--- src/rtl/bsg_axil_reg_responder.sv ---
// rtl/bsg_axil_reg_responder.sv - AXI4-Lite subordinate exposing a bank of word-wide control/status registers
module bsg_axil_reg_responder #(
    parameter int              axil_data_width_p = 32,
    parameter int              axil_addr_width_p = 32,
    parameter int              els_p             = 8,
    parameter longint unsigned base_addr_p       = 0
) (
    input  logic                                 clk_i,
    input  logic                                 reset_i,
    input  logic [axil_addr_width_p-1:0]         s_axil_awaddr_i,
    input  logic [2:0]                           s_axil_awprot_i,
    input  logic                                 s_axil_awvalid_i,
    output logic                                 s_axil_awready_o,
    input  logic [axil_data_width_p-1:0]         s_axil_wdata_i,
    input  logic [axil_data_width_p/8-1:0]       s_axil_wstrb_i,
    input  logic                                 s_axil_wvalid_i,
    output logic                                 s_axil_wready_o,
    output logic [1:0]                           s_axil_bresp_o,
    output logic                                 s_axil_bvalid_o,
    input  logic                                 s_axil_bready_i,
    input  logic [axil_addr_width_p-1:0]         s_axil_araddr_i,
    input  logic [2:0]                           s_axil_arprot_i,
    input  logic                                 s_axil_arvalid_i,
    output logic                                 s_axil_arready_o,
    output logic [axil_data_width_p-1:0]         s_axil_rdata_o,
    output logic [1:0]                           s_axil_rresp_o,
    output logic                                 s_axil_rvalid_o,
    input  logic                                 s_axil_rready_i,
    output logic [els_p*axil_data_width_p-1:0]   reg_o,
    output logic [els_p-1:0]                     reg_w_v_o
);

    localparam int                         dw_lp       = axil_data_width_p;
    localparam int                         aw_lp       = axil_addr_width_p;
    localparam int                         strb_w_lp   = dw_lp / 8;
    localparam int                         lg_bytes_lp = $clog2(strb_w_lp);
    localparam int                         lg_els_lp   = (els_p > 1) ? $clog2(els_p) : 1;
    localparam logic [aw_lp-1:0]           base_lp     = aw_lp'(base_addr_p);
    localparam logic [aw_lp-1:0]           els_lp      = aw_lp'(els_p);
    localparam logic [1:0]                 resp_okay   = 2'b00;
    localparam logic [1:0]                 resp_slverr = 2'b10;

    logic                    aw_full_q, w_full_q, bvalid_q, rvalid_q;
    logic [aw_lp-1:0]        awaddr_q;
    logic [dw_lp-1:0]        wdata_q, rdata_q;
    logic [strb_w_lp-1:0]    wstrb_q;
    logic [1:0]              bresp_q, rresp_q;
    logic [els_p*dw_lp-1:0]  reg_q;
    logic [els_p-1:0]        reg_w_v_q;

    logic                    aw_hs, w_hs, ar_hs, commit;
    logic [aw_lp-1:0]        aw_idx_full, ar_idx_full;
    logic                    aw_ok, ar_ok;
    logic [lg_els_lp-1:0]    aw_idx, ar_idx;
    logic [els_p-1:0]        wr_sel;
    logic [dw_lp-1:0]        rd_word;
    logic                    unused_ok;

    assign s_axil_awready_o = ~reset_i & ~aw_full_q;
    assign s_axil_wready_o  = ~reset_i & ~w_full_q;
    assign s_axil_arready_o = ~reset_i & ~rvalid_q;

    assign aw_hs  = s_axil_awvalid_i & s_axil_awready_o;
    assign w_hs   = s_axil_wvalid_i & s_axil_wready_o;
    assign ar_hs  = s_axil_arvalid_i & s_axil_arready_o;
    // A pending response only blocks the commit if it is not draining this cycle
    assign commit = aw_full_q & w_full_q & (~bvalid_q | s_axil_bready_i);

    assign aw_idx_full = (awaddr_q - base_lp) >> lg_bytes_lp;
    assign ar_idx_full = (s_axil_araddr_i - base_lp) >> lg_bytes_lp;
    assign aw_ok       = (awaddr_q >= base_lp) && (aw_idx_full < els_lp);
    assign ar_ok       = (s_axil_araddr_i >= base_lp) && (ar_idx_full < els_lp);
    assign aw_idx      = aw_idx_full[lg_els_lp-1:0];
    assign ar_idx      = ar_idx_full[lg_els_lp-1:0];

    always_comb begin
        wr_sel  = '0;
        rd_word = '0;
        for (int i = 0; i < els_p; i++) begin
            if (aw_ok && (aw_idx == lg_els_lp'(i))) wr_sel[i] = 1'b1;
            if (ar_idx == lg_els_lp'(i)) rd_word = reg_q[i*dw_lp +: dw_lp];
        end
    end

    always_ff @(posedge clk_i) begin
        if (reset_i) begin
            aw_full_q <= 1'b0;
            w_full_q  <= 1'b0;
            awaddr_q  <= '0;
            wdata_q   <= '0;
            wstrb_q   <= '0;
            bvalid_q  <= 1'b0;
            bresp_q   <= 2'b00;
            rvalid_q  <= 1'b0;
            rresp_q   <= 2'b00;
            rdata_q   <= '0;
            reg_q     <= '0;
            reg_w_v_q <= '0;
        end else begin
            if (aw_hs) begin
                aw_full_q <= 1'b1;
                awaddr_q  <= s_axil_awaddr_i;
            end else if (commit) begin
                aw_full_q <= 1'b0;
            end
            if (w_hs) begin
                w_full_q <= 1'b1;
                wdata_q  <= s_axil_wdata_i;
                wstrb_q  <= s_axil_wstrb_i;
            end else if (commit) begin
                w_full_q <= 1'b0;
            end

            if (commit) begin
                bvalid_q <= 1'b1;
                bresp_q  <= aw_ok ? resp_okay : resp_slverr;
            end else if (s_axil_bready_i) begin
                bvalid_q <= 1'b0;
            end

            reg_w_v_q <= commit ? wr_sel : '0;
            for (int i = 0; i < els_p; i++) begin
                for (int b = 0; b < strb_w_lp; b++) begin
                    if (commit && wr_sel[i] && wstrb_q[b])
                        reg_q[i*dw_lp + 8*b +: 8] <= wdata_q[8*b +: 8];
                end
            end

            // Read samples reg_q before any same-edge commit lands
            if (ar_hs) begin
                rvalid_q <= 1'b1;
                rresp_q  <= ar_ok ? resp_okay : resp_slverr;
                rdata_q  <= ar_ok ? rd_word : '0;
            end else if (s_axil_rready_i) begin
                rvalid_q <= 1'b0;
            end
        end
    end

    assign s_axil_bvalid_o = bvalid_q;
    assign s_axil_bresp_o  = bresp_q;
    assign s_axil_rvalid_o = rvalid_q;
    assign s_axil_rresp_o  = rresp_q;
    assign s_axil_rdata_o  = rdata_q;
    assign reg_o           = reg_q;
    assign reg_w_v_o       = reg_w_v_q;

    assign unused_ok = ^{s_axil_awprot_i, s_axil_arprot_i, aw_idx_full, ar_idx_full};

endmodule

--- config.mk ---
export PLATFORM = sky130hd
export DESIGN_NAME = bsg_axil_reg_responder
export DESIGN_NICKNAME = d
export VERILOG_FILES = /design/src/rtl/bsg_axil_reg_responder.sv
export SDC_FILE = /design/constraint.sdc
export NUM_CORES = 1
export LEC_CHECK = 0
export ABC_CLOCK_PERIOD_IN_PS = 1900
export CAP_MARGIN = 20
export CORE_ASPECT_RATIO = 0.75
export CORE_MARGIN = 2
export CORE_UTILIZATION = 50
export CTS_CLUSTER_SIZE = 10
export DETAILED_ROUTE_END_ITERATION = 8
export HOLD_SLACK_MARGIN = 0.03
export PLACE_DENSITY = 0.81
export SETUP_SLACK_MARGIN = 0.5
export SYNTH_ARGS = -nofsm -noshare
export SYNTH_HDL_FRONTEND = slang
export SYNTH_SLANG_ARGS = --single-unit
export TNS_END_PERCENT = 50
--- constraint.sdc ---
create_clock -name clk_i -period 1.9 [get_ports clk_i]
set_input_delay 0.19 -clock clk_i [delete_from_list [all_inputs] [get_ports clk_i]]
set_output_delay 0.19 -clock clk_i [all_outputs]
set_load 0.02 [all_outputs]
Word level (Yosys, flattened, before mapping)
Cells that the tools add are included.
Operators by class
  bitwise operators: 15
  reduce and logical (&&, ||, !) cells: 57
  magnitude comparators: 4
  multiplexer cells: 26
  equality and inequality tests: 14
Operator list (count)
  two-way mux 32 bit: 9
  >= comparator 32 x 1 -> 1 bit (second input constant): 2
  less-than comparator 30 x 4 -> 1 bit (second input constant): 2
  logical AND 1 bit: 50
  == test 3 bit (second input constant): 8
  two-way mux 1 bit: 15
  == test 3 x 2 -> 1 bit (second input constant): 4
  AND 1 bit: 8
  nonzero test 2 bit: 4
  == test 3 x 1 -> 1 bit (second input constant): 2
  zero test 3 bit: 2
  inverter 1 bit: 6
  two-way mux 2 bit: 2
  OR reduction 2 bit: 1
  OR 1 bit: 1
Storage, ports and cells
  bits of input ports: 113
  word-level logic and storage cells: 159
  output and inout port bits: 305
  flip-flop bits (word level): 372

Depth between registers and ports, before layout
Gate-level depths: netlist of run 1.
  word-level depth: 10
  mapped depth: 7
  gate-level depth less buffers: 4

Worst setup path after synthesis of run 1
OpenSTA, ideal clock, no wires.
  path type: register -> register
  start: reg awaddr_q[17]
  end: reg reg_q[143], in the netlist reg_o[143]
  data arrival time: 1.573 ns
  slack: 0.197 ns
  required time: 1.770 ns
  setup time: 0.130 ns
  clock period less this slack: 1.703 ns
  stages on the path, launching flop included: 6
  path through: dfxtp_1 > or4_4 > nor2_8 > buf_12 > nand4_4 > mux2i_1
Between the ends
  word-level cells in the longest chain between the ends: 6
  elaborated cells on any way between the ends: 7
  those cells by class: order compare: 2; mux: 1; reduce/logical: 4
RTL lines
  start, declared: line 44  | logic [aw_lp-1:0] awaddr_q;
  start signal, assigned: line 102  | awaddr_q <= s_axil_awaddr_i;
  >= comparator 32 x 1 -> 1 bit / less-than comparator 30 x 4 -> 1 bit (equally long branches): line 71  | assign aw_ok = (awaddr_q >= base_lp) && (aw_idx_full < els_lp);
  logical AND 1 bit (*): line 71
  logical AND 1 bit (*): line 80  | if (aw_ok && (aw_idx == lg_els_lp'(i))) wr_sel[i] = 1'b1;
  two-way mux 1 bit (*): line 80
  logical AND 1 bit (*) (2 in series): line 124  | if (commit && wr_sel[i] && wstrb_q[b])
  end signal, assigned by index: line 125  | reg_q[i*dw_lp + 8*b +: 8] <= wdata_q[8*b +: 8];
  end, declared: line 48  | logic [els_p*dw_lp-1:0] reg_q;
Every way passes the cells marked *; elsewhere a longest branch is shown, timed or not.
A chain may end at the register's enable or synchronous reset.

Final worst setup path of run 1
  start: reg awaddr_q[16]
  end: reg reg_q[195], in the netlist reg_o[195]
The elaborated chain is that of the path after synthesis.

==> impl_metrics.tcl, run 1 <==
set metrics [dict create \
    clkSinkCount 368 \
    synth_seq_cells 368 \
    p_per_area_nw_per_um2 731 \
    netlist_area_sq_um 17100 \
    grt_pass1_vias 14400 \
    route.detailed.drc 0 \
    die_area_sq_um 35800 \
    final_nets 2158 \
    multi_input_area_sq_um 9200 \
    drive_gt1_share_pct 18.5 \
    die_x_um 218 \
    critPathArrivalTime_ns 2.36 \
    die_h_um 164 \
    min_period_over_period_pct 103 \
    yosysSeqAreaShare_pct 43.0 \
    hold_path.class "in2reg" \
    totalWireLength_mm 55.2 \
    fillers 2553 \
    netlist-cell-type-count 42 \
    fin_crit_ns 1.96 \
    mostFrequentLayoutCell "dfxtp_1" \
    grt_overflow 0 \
    status "complete, but fails checks" \
    slowest_stage "or4_4" \
    drtAntennaViolNets 0 \
    cts_buffers 43 \
    dr.pass1.iters 5 \
    antenna_found_initial 2 \
    synth_fa_ha_area_share_pct 0 \
    path_class "reg2reg" \
    grt_pass1_wl_mm 83.6 \
    clk_pin_slew_ns 0.06 \
    ir_worst_vdd_mv 0.507 \
    skew_ns 0.0189 \
    grt_max_degree 118 \
    rsz0062_at_grt "true" \
    p_comb_share_pct 10.2 \
    highest_layer "met4" \
    dpl.cell_count 2429 \
    seq_area_sq_um 7380 \
    cts_tree "built" \
    coreArea_sq_um 33600 \
    slew_headroom_pct 50.2 \
    violations "setup timing" \
    slowest_delay_ns 0.57 \
    syn2layout_area_growth_pct 35.2 \
    pwr-share-seq_pct 46.7 \
    worstSetupStartpointType "register" \
    via_count 14300 \
    end_kind "register" \
    hold_viol 0 \
    dr_wl_met2_mm 26.1 \
    htreeDepth 2 \
    routed-wl-met3_mm 4.36 \
    gp_congestion 0.875 \
    crit_fanout 8 \
    fin_tns_setup_ns -3.33 \
    cts-root-buf "clkbuf_16" \
    crit_required_ns 2.30 \
    crit_path_frequent_cell "buf_12" \
    worst_pin_slew_ns 0.745 \
    pin_count 418 \
    fmax_ghz 0.509 \
    clkPwrFrac_pct 43.1 \
    netSwitchingFraction_pct 23.9 \
    rows 58 \
    fin_ws_ns -0.0638 \
    syn_avg_cell_area_sq_um 10.3 \
    yosysWarnings 0 \
    synth_top_family_by_area "multiplexers" \
    mostFrequentLayoutCells "dfxtp_1 (357), nand2b_1 (329), mux2i_1 (306), clkdlybuf4s50_1 (224), nand2_1 (113)" \
    wl_per_cell_um 22.0 \
    setup_viol 126 \
    synthSimpleGateAreaFrac_pct 21.9 \
    worstSkewPairLatency_ns 0.54 \
    crit_chain "or4_4 -> nor2_8 -> buf_12 -> buf_12 -> nand4_4 -> mux2i_1" \
    vias_per_cell 5.69 \
    drtIter0Drc 1296 \
    synth_compound_area_share_pct 7.18 \
    cap_violations 0 \
    dp_hpwl_mm 38.3 \
    stdcell_count 2504 \
    synthXorXnorAreaFrac_pct 0 \
    initial_utilization_pct 51.0 \
    switching_power_uw 4040 \
    synthCells 1659 \
    io_buffers 405 \
    gr-usage-all-layers_pct 30.2 \
    p_int_uw 12900 \
    cts_buffer_depth 3 \
    synthMuxAreaShare_pct 23.7 \
    total_leakage_power_uw 0.0112 \
    drv_slew 0 \
    wl_met1_mm 23.0 \
]
## power groups by stage
stage               Combinational [uW]  Sequential (uW)  Clock, uW
global route                      1820             7910       7700
floorplan                          975             8040          0
CTS                               1690             7900       7380
global placement                  1570             8050          0
detailed placement                1610             8050          0
finish                            1730             7900       7290
## per-layer routing
metal / track usage (%) / up-vias
met2: 50.4 / 620
met5: 0 / -
met4: 10.9 / 0
met1: 38.7 / 7000
li1: - / 6507
met3: 6.30 / 124
## sequential cells by signal, summed over array words and instances (netlist names)
name	cells
s_axil_rvalid_o	1
s_axil_bresp_o	1
w_full_q	1
reg_w_v_o	8
wdata_q	32
reg_o	256
aw_full_q	1
wstrb_q	4
s_axil_bvalid_o	1
awaddr_q	30
s_axil_rdata_o	32
s_axil_rresp_o	1
## metrics by stage
step / power (uW) / setup slack (ns) / area (sq um) / utilization, % / hold slack [ns]
after floorplan: 9020 / 0.197 / 17100 / - / 0.290
after global placement: 9620 / -0.138 / 21900 / 65.2 / 0.438
after detailed placement: 9670 / -0.189 / 21900 / 65.3 / 0.451
after CTS: 17000 / -0.0482 / 23300 / 69.5 / 0.0870
after global routing: 17400 / -0.124 / 23200 / 68.9 / 0.0952
final: 16900 / -0.0638 / 23200 / 68.9 / 0.103
## critical path, delay by kind of cell, from the launching register on
family,cells,cell delay [ns]
AND/OR/NAND/NOR,3,1.00
flip-flops,1,0.31
buffers and inverters,2,0.30
multiplexers,1,0.20
## area by class of cell
cell class	count	share of cell area (%)
flip-flops and latches	368	31.9
inverters	1	0.0162
multi-input cells	1144	39.7
repair buffers	487	20.9
well taps	450	2.43
clock buffers	50	4.99
clock inverters	2	0.0432
diodes	2	0.0216
## logic make-up after synthesis
logic type / after synthesis
AOI/OAI and AO/OA: 182
buffers and inverters: 149
DFF: 368
muxes: 365
other: 1
and+or+nand+nor: 594
## synth_stat cells
| cell type | number | area (sq um) |
|---|---|---|
| or2_2 | 1 | 6.26 |
| and2_1 | 4 | 25.0 |
| dfxtp_1 | 368 | 7370 |
| nand2b_1 | 331 | 2070 |
| conb_1 | 1 | 3.75 |
| nand3_4 | 1 | 17.5 |
| clkbuf_1 | 104 | 390 |
| o22a_1 | 24 | 210 |
| nand3_1 | 1 | 5.00 |
| mux2i_1 | 307 | 3070 |
| a211oi_1 | 8 | 60.1 |
| o2bb2ai_1 | 1 | 8.76 |
| nor4_1 | 11 | 68.8 |
| a2bb2oi_1 | 23 | 201 |
| clkbuf_2 | 1 | 5.00 |
| nand4_4 | 28 | 596 |
| o31ai_1 | 32 | 240 |
| a22o_1 | 5 | 43.8 |
| buf_1 | 6 | 22.5 |
| or4_4 | 2 | 22.5 |
| and3b_1 | 2 | 17.5 |
| and4_1 | 7 | 61.3 |
| inv_1 | 1 | 3.75 |
| a311oi_1 | 1 | 8.76 |
| o221ai_1 | 1 | 8.76 |
| a222oi_1 | 1 | 10.0 |
| nand2_1 | 114 | 428 |
| o21ai_0 | 75 | 375 |
| a21oi_1 | 7 | 35.0 |
| a32oi_1 | 1 | 8.76 |
| buf_4 | 20 | 150 |
| mux2_2 | 28 | 315 |
| nor3_1 | 10 | 50.1 |
| nor2b_1 | 12 | 75.1 |
| buf_2 | 14 | 70.1 |
| nor2_8 | 1 | 20.0 |
| mux4_2 | 30 | 676 |
| nor4_2 | 4 | 50.1 |
| buf_12 | 3 | 60.1 |
| a31oi_1 | 1 | 6.26 |
| o22ai_1 | 2 | 12.5 |
| nor2_1 | 65 | 244 |
## timing repair
action / CTS / global route
hold buffers: 1 / 0
cloned: 1 / 0
gates resized for setup: 196 / 227
setup buffers: 18 / 1
hold endpoints to repair: 2 / 0
pin swaps: 31 / 6
setup endpoints to repair: 600 / 568
## path summary, 6_finish.rpt
path | slack, ns | start | cells after the start | to
max | -0.06 | awaddr_q[16] | 6 | reg_o[195]
min | 0.10 | s_axil_araddr_i[3] | 3 | s_axil_rdata_o[15]
max reg2reg | -0.06 | awaddr_q[16] | 6 | reg_o[195]
min reg2reg | 0.46 | s_axil_rdata_o[7] | 2 | s_axil_rdata_o[7]
Note: power is estimated with default switching activity, not from simulation.
==> run 2: changes to the inputs <==
CORE_UTILIZATION = 42   (was 50)
PLACE_DENSITY = 0.7   (was 0.81)
TNS_END_PERCENT = not set   (was 50)
==> impl_metrics.tcl, run 2 (synthesized netlist as in run 1, its figures left out) <==
set metrics [dict create \
    stdcell_count 2585 \
    cts-root-buf "clkbuf_16" \
    largest_reg_flops 256 \
    cts_buffers 43 \
    syn2layout_area_growth_pct 34.9 \
    mostFrequentLayoutCell "dfxtp_1" \
    die_area_sq_um 42400 \
    hold_viol 0 \
    grt_overflow 0 \
    mostFrequentLayoutCells "dfxtp_1 (356), nand2b_1 (329), mux2i_1 (307), clkdlybuf4s50_1 (263), nand2_1 (113)" \
    critPathArrivalTime_ns 2.36 \
    drive_gt1_share_pct 19.1 \
    crit_chain "or4_4 -> nor2_8 -> buf_12 -> buf_12 -> nand4_4 -> mux2i_1" \
    route.detailed.drc 0 \
    vias_per_cell 5.38 \
    slowest_stage "or4_4" \
    totalWireLength_mm 57.3 \
    slowest_delay_ns 0.57 \
    grt_pass1_vias 14000 \
    hold-path-endpoint "awaddr_q[29]" \
    htreeDepth 2 \
    dr.pass1.iters 7 \
    crit_buf_inv 2 \
    multi_input_area_sq_um 9190 \
    end_kind "register" \
    gr-usage-all-layers_pct 26.4 \
    grt_pass1_wl_mm 86.0 \
    clkSinkCount 368 \
    final_nets 2160 \
    setup_viol 53 \
    drtAntennaViolNets 0 \
    path_delay_family "simple AND/OR/NAND/NOR gates" \
    rsz0062_at_grt "true" \
    ir_worst_vdd_mv 0.517 \
    worstSetupStartpointType "register" \
    met1_usage_pct 34.5 \
    pin_count 418 \
    hold_slack_ns 0.0813 \
    dp_slack_ns -0.109 \
    gr-max-usage-layer "met2" \
    cp-startpoint "awaddr_q[17]" \
    final_area_sq_um 23100 \
    antenna_found_initial 2 \
    worstSkewPairLatency_ns 0.55 \
    fin_ws_ns -0.0506 \
    hold_path.class "in2reg" \
    status "complete, but fails checks" \
    wl_per_cell_um 22.2 \
    drv_slew 0 \
    grt_max_degree 108 \
    crit-reg2reg-launch "awaddr_q[17]" \
    use_met2_pct 43.4 \
    min_from "reset_i" \
    via_count 13900 \
    crit_required_ns 2.30 \
    p_per_area_nw_per_um2 738 \
    cts_tree "built" \
    initial_utilization_pct 42.3 \
    min_period_over_period_pct 103 \
    crit_fanout 11 \
    path_class "reg2reg" \
    die_x_um 237 \
    io_buffers 405 \
    drtIter0Drc 812 \
    use_met3_pct 5.90 \
    reg2reg_slack_ns -0.05 \
    crit_path_frequent_cell "buf_12" \
    r2r-end "reg_o[145]" \
    fmax_ghz 0.513 \
    rows 64 \
    worst_pin_slew_ns 0.694 \
    fillers 3450 \
    dp_hpwl_mm 40.2 \
    place_area_sq_um 22300 \
    fin_crit_ns 1.95 \
    coreArea_sq_um 40500 \
    cap_violations 0 \
    total_leakage_power_uw 0.0102 \
    cts_buffer_depth 3 \
    gp_congestion 0.846 \
    skew_ns 0.0201 \
    hold_buffers 0 \
    clk_pin_slew_ns 0.05 \
    slew_headroom_pct 53.7 \
    worstHoldPathCells 3 \
    die_h_um 179 \
    rr_worst_depth 6 \
    seq_area_sq_um 7380 \
    violations "setup timing" \
    dpl.cell_count 2521 \
]
run 2: what timing repair did:
item | in CTS | in global routing
pin swaps | 19 | 5
buffers inserted | 6 | 2
setup endpoints to repair | 599 | 576
gates cloned | 1 | 0
resized for setup | 207 | 192
hold endpoints to repair | 0 | 0
run 2: worst reg2reg max path: stages (launching register included):
cell and delay (ns):
dfxtp_1 0.31, or4_4 0.57, nor2_8 0.13, buf_12 0.16
buf_12 0.17, nand4_4 0.26, mux2i_1 0.21
run 2: where the power goes:
part           total, uW  switching [uW]  internal, uW
sequential          7900            69.6          7830
clock               7430            3070          4360
combinational       1720             910           809
total              17100            4050         13000
run 2: metal layers:
layer	share of wire (%)	wire length, um	up-vias
li1	-	-	6519
met1	44	25200	6880
met2	46	26600	413
met3	6.4	3670	100
met4	3.2	1810	0
met5	0	0	-
run 2: cell type report:
class / count / share of cell area [%]
inverter: 1 / 0.0163
clock inverter: 1 / 0.130
sequential: 368 / 32.0
multi-input combinational: 1144 / 39.8
timing repair buffer: 489 / 20.2
antenna: 2 / 0.0217
tap: 528 / 2.86
clock buffer: 52 / 5.03
run 2: how the worst max path moves through the flow:
stage / end / slack, ns / cells after the start
finish: reg_o[145] / -0.05 / 6
global route: reg_o[168] / -0.10 / 6
CTS: reg_o[118] / -0.04 / 6
detailed placement: reg_o[170] / -0.11 / 6
global placement: reg_o[247] / -0.07 / 6
floorplan: reg_o[143] / 0.20 / 5
run 2: metrics by stage:
step	util, %	setup TNS, ns	power, uW
after global placement	55.0	-4.63	9680
after CTS	58.0	-1.48	17200
after floorplan	-	0	9020
after detailed placement	55.0	-8.53	9710
final	57.0	-0.830	17100
after global routing	57.0	-8.14	17600
==> run 3: changes to the inputs <==
ABC_AREA = 1   (was not set)
ABC_CLOCK_PERIOD_IN_PS = 1650   (was 1900)
PLACE_DENSITY = 0.72   (was 0.7)
clock period = 1.65 ns   (was 1.9 ns; I/O delays follow)
==> impl_metrics.tcl, run 3 <==
set metrics [dict create \
    status "complete, but fails checks" \
    violations "setup timing" \
    p_int_uw 14800 \
    cts_buffers 43 \
    seq_area_sq_um 7930 \
    fmax_ghz 0.523 \
    worst_pin_slew_ns 0.713 \
    critPathArrivalTime_ns 2.38 \
    netlist_area_sq_um 17500 \
    syn_avg_cell_area_sq_um 6.43 \
    vias_per_cell 5.20 \
    crit_fanout 9 \
    io_buffers 405 \
    clkPwrFrac_pct 43.5 \
    pwr-share-seq_pct 46.3 \
    synth_enable_flop_cells 0 \
    drtAntennaViolNets 0 \
    min_period_over_period_pct 116 \
    htreeDepth 2 \
    hold_viol 0 \
    totalWireLength_mm 74.7 \
    cap_violations 0 \
    die_area_sq_um 43400 \
    pin_count 418 \
    syn2layout_area_growth_pct 55.3 \
    antenna_cells 0 \
    drtIter0Drc 2167 \
    largest_reg_flops 256 \
    min_from "s_axil_awaddr_i[10]" \
    mostFrequentLayoutCells "nand2_1 (824), nor2_1 (504), inv_1 (313), buf_6 (305), dfxtp_2 (223)" \
    crit_required_ns 2.12 \
    grt_pass1_wl_mm 104 \
    total_leakage_power_uw 0.0137 \
    grt_pass1_vias 17300 \
    synth_seq_cells 368 \
    grt_overflow 0 \
    fin_crit_ns 1.91 \
    coreArea_sq_um 41000 \
    die_h_um 181 \
    dp_hpwl_mm 50.2 \
    netSwitchingFraction_pct 26.2 \
    gr-usage-all-layers_pct 31.2 \
    setup_viol 264 \
    path_class "reg2reg" \
    r2r-end "reg_o[17]" \
    crit-reg2reg-launch "awaddr_q[12]" \
    worstSetupStartpointType "register" \
    slew_headroom_pct 52.4 \
    end_kind "register" \
    rr_worst_depth 12 \
    dr.pass1.iters 6 \
    ys_top_cells_by_area "dfxtp_1 (42%), nand2_1 (19%), nor2_1 (12%)" \
    netlist-cell-type-count 29 \
    cts-root-buf "clkbuf_16" \
    synth_flop_cell "dfxtp_1" \
    via_count 19800 \
    cts_buffer_depth 3 \
    synth_commonest_cells "nand2_1 (898), nor2_1 (576), dfxtp_1 (368), inv_1 (320), nand3_1 (136)" \
    worstHoldPathCells 3 \
    hold_slack_ns 0.156 \
    fillers 3381 \
    synthArstFlopShare_pct 0 \
    synth_top_cell_by_area "dfxtp_1" \
    final_nets 3351 \
    route.detailed.drc 0 \
    yosysMostFrequentCell "nand2_1" \
    gp_congestion 0.992 \
    stdcell_count 3808 \
    yosysWarnings 0 \
    hold-path-endpoint "awaddr_q[10]" \
    dp_slack_ns -0.548 \
    antenna_found_initial 2 \
    worstSkewPairLatency_ns 0.55 \
    fin_ws_ns -0.264 \
    reg2reg_slack_ns -0.26 \
    drv_slew 0 \
    grt_max_degree 57 \
    drive_gt1_share_pct 34.7 \
    p_per_area_nw_per_um2 735 \
    synthCells 2726 \
    clkSinkCount 368 \
    p_total_uw 20000 \
    multi_input_area_sq_um 9260 \
    die_x_um 240 \
    mostFrequentLayoutCell "nand2_1" \
    clk_pin_slew_ns 0.06 \
    cp-startpoint "awaddr_q[12]" \
    initial_utilization_pct 42.8 \
    skew_ns 0.0109 \
    cts_tree "built" \
    dpl.cell_count 3632 \
    ir_worst_vdd_mv 0.701 \
    netlist.area_leader.share_pct 42.0 \
    p_comb_share_pct 10.2 \
    wl_per_cell_um 19.6 \
    rows 64 \
    yosysSeqAreaShare_pct 42.0 \
    rsz0062_at_grt "true" \
    hold_path.class "in2reg" \
    switching_power_uw 5230 \
]
run 3: changes by cell type after synthesis, sizes merged, moves of 28 or more:
cell / change
o31ai: -32
nor2: +515
buf: +56
mux4: -30
nand2b: -331
clkbuf: -35
nand3: +136
nand2: +786
nand4: +29
a21oi: +77
mux2: -28
mux2i: -307
inv: +323
run 3: worst max-delay path by stage:
stage	depth (start not counted)	slack, ns	endpoint
floorplan	9	0.04	reg_o[224]
global placement	10	-0.46	s_axil_rdata_o[21]
detailed placement	10	-0.55	s_axil_rdata_o[21]
CTS	10	-0.18	reg_o[160]
global route	12	-0.35	reg_o[21]
finish	12	-0.26	reg_o[17]
run 3: cell type report:
type	instances	area share, %
Tap cell	561	2.58
Sequential cell	368	29.1
Multi-Input combinational cell	1879	34.0
Timing Repair inverter	1	0.0276
Inverter	329	4.72
Timing Repair Buffer	616	25.2
Clock buffer	53	4.28
Clock inverter	1	0.110
run 3: through the flow:
stage               utilization [%]  setup TNS (ns)  cell area, sq um
floorplan                         -               0             17700
global placement               55.8          -68.21             22900
detailed placement             55.8          -77.93             22900
CTS                            60.0          -51.37             24600
global route                   66.4          -70.87             27200
finish                         66.4          -45.54             27200
run 3: critical path, cell delays in order (launching register included):
cell and delay (ns):
dfxtp_2 0.32, nor2_2 0.09, nand2_1 0.06, nor2_1 0.12, nand4_1 0.17, nor2_4 0.15, buf_12 0.17, buf_4 0.14
clkbuf_16 0.14, nand4_4 0.18, nand2_2 0.11, nand2_1 0.07, nor2_1 0.11
run 3: logic make-up (layout without fill, tap and decap cells):
| group | count (synthesis) | in the layout | share of synthesized area, % |
|---|---|---|---|
| other | 1 | 2 | 0.0214 |
| DFF | 368 | 368 | 42.0 |
| buffers and inverters | 498 | 1000 | 11.9 |
| and+or+nand+nor | 1714 | 1732 | 41.9 |
| AOI/OAI and AO/OA | 145 | 145 | 4.15 |
run 3: routing by layer:
metal,vias to the layer above,share of wire (%),track usage (%),routed length [um]
li1,9316,-,-,-
met1,9177,41,44.6,30900
met2,1154,44,46.7,33100
met3,141,12,7.84,8960
met4,2,2.4,7.70,1790
met5,-,0.017,0,13
run 3: power by group through the flow:
stage	Clock, uW	Sequential, uW	Combinational, uW
after global routing	9120	9260	2180
after CTS	8750	9310	1760
after global placement	0	9510	1660
after floorplan	0	9280	982
after detailed placement	0	9520	1680
final	8700	9260	2050
run 3: repair_timing:
item | in CTS | in global routing
gates resized for setup | 279 | 1981
endpoints found under the hold margin | 1 | 0
setup buffers | 13 | 74
gates cloned | 14 | 20
hold buffers | 1 | 0
pin swaps | 20 | 37
endpoints found under the setup margin | 667 | 667
